File: src/rtl/period_meter.sv
// period_meter: measures the interval, in clk cycles, between successive
// single-cycle pulses on strobe and returns each measurement on a val/rdy
// stream through a one-deep output register.
// Enable/restart is written through a val/rdy config port (always ready
// outside reset).
// Optional feature macro: PERIOD_METER_SATURATE_EN
//   defined   -> the interval counter saturates at 2^nbits-1 and sets the
//                sticky overflow flag
//   undefined -> the interval counter wraps modulo 2^nbits, overflow tied to 0
module period_meter #(
  parameter int unsigned nbits = 32
) (
  input  logic             clk,
  input  logic             reset,
  input  logic             strobe,
  input  logic             en_msg,
  input  logic             en_val,
  output logic             en_rdy,
  output logic [nbits-1:0] period_msg,
  output logic             period_val,
  input  logic             period_rdy,
  output logic             overflow,
  output logic             missed
);

  typedef enum logic [1:0] {
    IDLE    = 2'd0,
    ARM     = 2'd1,
    MEASURE = 2'd2
  } state_t;

  localparam logic [nbits-1:0] CNT_ONE = {{(nbits-1){1'b0}}, 1'b1};

  state_t           state_q;
  logic [nbits-1:0] cnt_q;
  logic [nbits-1:0] period_msg_q;
  logic             period_val_q;
  logic             missed_q;
  logic             cfg_wr;
  logic             consume;
`ifdef PERIOD_METER_SATURATE_EN
  logic             overflow_q;
`endif

  // Config port accepts every cycle except while reset is held
  always_comb begin
    en_rdy  = ~reset;
    cfg_wr  = en_val & ~reset;
    consume = period_val_q & period_rdy;
  end

  // Measurement FSM, interval counter, output register and sticky flags
  always_ff @(posedge clk) begin
    if (reset) begin
      state_q      <= IDLE;
      cnt_q        <= '0;
      period_msg_q <= '0;
      period_val_q <= 1'b0;
      missed_q     <= 1'b0;
`ifdef PERIOD_METER_SATURATE_EN
      overflow_q   <= 1'b0;
`endif
    end else begin
      // A consumed word empties the register unless a new result loads below
      if (consume) begin
        period_val_q <= 1'b0;
      end
      if (cfg_wr) begin
        // Config write wins over a coincident strobe; pending word is kept
        cnt_q <= '0;
        if (en_msg) begin
          state_q  <= ARM;
          missed_q <= 1'b0;
`ifdef PERIOD_METER_SATURATE_EN
          overflow_q <= 1'b0;
`endif
        end else begin
          state_q <= IDLE;
        end
      end else begin
        case (state_q)
          IDLE: begin
            cnt_q <= '0;
          end
          ARM: begin
            if (strobe) begin
              state_q <= MEASURE;
              cnt_q   <= CNT_ONE;
            end
          end
          MEASURE: begin
            if (strobe) begin
              cnt_q <= CNT_ONE;
              if (period_val_q && !period_rdy) begin
                missed_q <= 1'b1;
              end else begin
                period_msg_q <= cnt_q;
                period_val_q <= 1'b1;
              end
            end else begin
`ifdef PERIOD_METER_SATURATE_EN
              if (cnt_q == '1) begin
                overflow_q <= 1'b1;
              end else begin
                cnt_q <= cnt_q + CNT_ONE;
              end
`else
              cnt_q <= cnt_q + CNT_ONE;
`endif
            end
          end
          default: begin
            state_q <= IDLE;
            cnt_q   <= '0;
          end
        endcase
      end
    end
  end

  assign period_msg = period_msg_q;
  assign period_val = period_val_q;
  assign missed     = missed_q;
`ifdef PERIOD_METER_SATURATE_EN
  assign overflow   = overflow_q;
`else
  assign overflow   = 1'b0;
`endif

endmodule
File: config.mk
export PLATFORM = sky130hd
export DESIGN_NAME = period_meter
export DESIGN_NICKNAME = d
export VERILOG_FILES = /design/src/rtl/period_meter.sv
export SDC_FILE = /design/constraint.sdc
export NUM_CORES = 1
export LEC_CHECK = 0
export CAP_MARGIN = 20
export CORE_UTILIZATION = 54
export DETAILED_ROUTE_END_ITERATION = 7
export HOLD_SLACK_MARGIN = 0.05
export PLACE_DENSITY = 0.88
export SLEW_MARGIN = 20
export SYNTH_ARGS = -nofsm -noshare
export SYNTH_HDL_FRONTEND = slang
export SYNTH_SLANG_ARGS = --single-unit
export TNS_END_PERCENT = 1
File: constraint.sdc
create_clock -name clk -period 2.3 [get_ports clk]
set_input_delay 0.345 -clock clk [delete_from_list [all_inputs] [get_ports clk]]
set_output_delay 0.345 -clock clk [all_outputs]
set_load 0.05 [all_outputs]
==> out/qor.csv <==
metric;value;unit
status;finished, final reports clean;
placedCellCount;496;
ys.flop_type;dfxtp_1;
cpPeakStageDelay;0.75;ns
layout-area-overhead-vs-synth;25.9;%
drt_iter0_markers;227;
nets;445;
drt-wirelength-per-cell;15.1;µm
die_h;77.6;µm
avgSynthCellArea;7.85;µm²
slew_viol_final;0;
clock_sinks;68;
p_clk_frac;0.482;
ys_ff_latch;68;
diodes;0;
firstDrtPassIters;5;
pwr_density_cell;626;mW/mm²
min_period;2.15;ns
p_switching;502;µW
antenna_found_initial;0;
ios;42;
htreeDepth;3;
setup_viol;0;
crit_path_start_kind;flop;
min_path_type;flop to flop;
tritoncts;built;
place_hpwl;5.27;mm
crit_fanout;10;
cp_data_arrival_time;2.43;ns
ys_types;49;
place_congestion;0.845;
routed_wl;7.72;mm
fin_cells;512;
synthMostInstantiatedCell;nand2_1;
rows;27;
start_util;0.560;
crit_chain;nand4_1, or4_1, or4_1, a21oi_1;
cts_root_buffer;clkbuf_8;
clock_latency;0.35;ns
ctsResizeCount;0;
holdBufCountCts;0;
dieWidth;77.6;µm
ys_seq_area_frac;0.441;
clk_pin_slew;0.07;ns
synth_top_area_frac;0.441;
yosys.area.top_type;dfxtp_1;
grt_pass1_vias;2751;
p_int;1.93;mW
critPathRequiredTime;2.59;ns
grt_overflow;0;
ir_drop;0.445;mV
drc;0;
switching_share;0.207;
ys_warn_count;0;
critical_path_class;flop to flop;
relSlewSlack;0.666;
crit_path_frequent_cell;or4_1;
period_share;0.933;
fin_tns_setup;0;ns
portBuffers;40;
numCtsBuffers;9;
synthCells;393;
pwr-share-seq;0.485;
core_area;0.00551;mm²
synth-edff-count;0;
pwr-share-comb;0.032;
hold_violations;0;
globalRouteTotalUtil;0.267;
grt_pass1_wl;12.6;mm
syn_nets;403;
crit_path_end_kind;flop;
finalClockSkew;0.00392;ns
async_reset_ff_frac;0;
post_cts.repair.setup_buffers;0;
dr_total_vias;3067;
nFillCells;433;
synth_area;0.00309;mm²
p_leak;1.23;nW
fp.dieArea;0.00602;mm²
vias_per_cell;5.99;
maxCapViolations;0;
worst_slew_pin_slew;0.499;ns
clock_path_buffers;2;
ant_nets;0;
drive_gt1_frac;0.111;
cp_slowest_cell;or4_1;
rsz0062_at_grt;false;
synth.top_cells.by_count;nand2_1 (86), dfxtp_1 (68), a21oi_1 (52);
grt_start_max_net_pins;40;
synthTopCellsByArea;dfxtp_1 (44%), nand2_1 (10%), a21oi_1 (8.4%);
max_freq;466;MHz
sequential cells by signal (all words and copies together) (netlist names):
register	count
period_msg	32
missed	1
period_val	1
cnt_q	32
state_q	2
worst paths after layout:
check / from / cells after the start / slack, ns / endpoint
setup / recovery: cnt_q[12] / 4 / 0.15 / cnt_q[24]
hold / removal: period_msg[14] / 2 / 0.45 / period_msg[14]
setup reg to reg: cnt_q[12] / 4 / 0.15 / cnt_q[24]
hold reg to reg: period_msg[14] / 2 / 0.45 / period_msg[14]
cells in the final DEF, fill, tap and decap left out, drive strengths merged, types with 4 or more instances in the layout:
cell / synthesis / routed
nand2: 86 / 86
or3: 8 / 8
dfxtp: 68 / 68
ha: 4 / 4
o31ai: 5 / 5
nand3: 14 / 14
nand2b: 6 / 6
a31oi: 7 / 7
inv: 8 / 8
o21ai: 14 / 14
buf: 6 / 25
clkdlybuf4s50: 0 / 39
or4: 8 / 8
clkbuf: 27 / 12
nor2: 13 / 13
nor3: 7 / 7
nand4: 14 / 14
nor4: 5 / 5
a21oi: 52 / 52
area by class of cell:
type / count / area (µm²) / share of cell area
Inverter: 8 / 30.0 / 0.00773
Tap cell: 72 / 90.1 / 0.0232
Timing Repair Buffer: 64 / 603 / 0.155
Sequential cell: 68 / 1360 / 0.351
Multi-Input combinational cell: 284 / 1570 / 0.403
Clock inverter: 4 / 97.6 / 0.0251
Clock buffer: 12 / 135 / 0.0348
metrics by stage:
step | power, mW | worst slack (ns) | util | cell area, µm² | hold slack [ns]
2_1_floorplan | 1.25 | 0.252 | - | 3090 | 0.439
3_3_place_gp | 1.28 | 0.101 | 0.663 | 3650 | 0.444
3_5_place_dp | 1.28 | 0.0573 | 0.663 | 3650 | 0.446
6_report | 2.43 | 0.154 | 0.705 | 3880 | 0.454
4_1_cts | 2.43 | 0.162 | 0.705 | 3880 | 0.456
5_1_grt | 2.50 | 0.0706 | 0.705 | 3880 | 0.482
power groups by stage:
stage | clock [mW] | combinational [mW] | sequential, mW
global placement | 0 | 0.0748 | 1.21
detailed placement | 0 | 0.0770 | 1.21
finish | 1.17 | 0.0789 | 1.18
global route | 1.23 | 0.0850 | 1.18
floorplan | 0 | 0.0439 | 1.21
CTS | 1.17 | 0.0776 | 1.18
kinds of logic (layout without fill, tap and decap cells):
| logic type | after synthesis | after routing | share of synthesized area |
|---|---|---|---|
| compound gates | 93 | 93 | 0.175 |
| xor+xnor | 4 | 4 | 0.0114 |
| fa+ha+maj | 4 | 4 | 0.0162 |
| buf+inv | 41 | 88 | 0.0527 |
| flops | 68 | 68 | 0.441 |
| mux | 3 | 3 | 0.00973 |
| other cells | 1 | 1 | 0.00122 |
| simple gates | 179 | 179 | 0.292 |
layer usage:
metal / GRT usage / wire length (µm) / share of wire
met1: 0.335 / 3310 / 0.43
met2: 0.431 / 3670 / 0.48
met3: 0.0588 / 570 / 0.074
met4: 0.132 / 172 / 0.022
met5: 0 / 0 / 0
worst max-delay path, delay by kind of cell, from the launching register on:
| kind | cells | cell delay (ns) |
|---|---|---|
| and+or+nand+nor | 3 | 1.51 |
| DFF | 1 | 0.42 |
| AOI/OAI and AO/OA | 1 | 0.14 |
No activity file was read; power rests on OpenSTA's default activity.
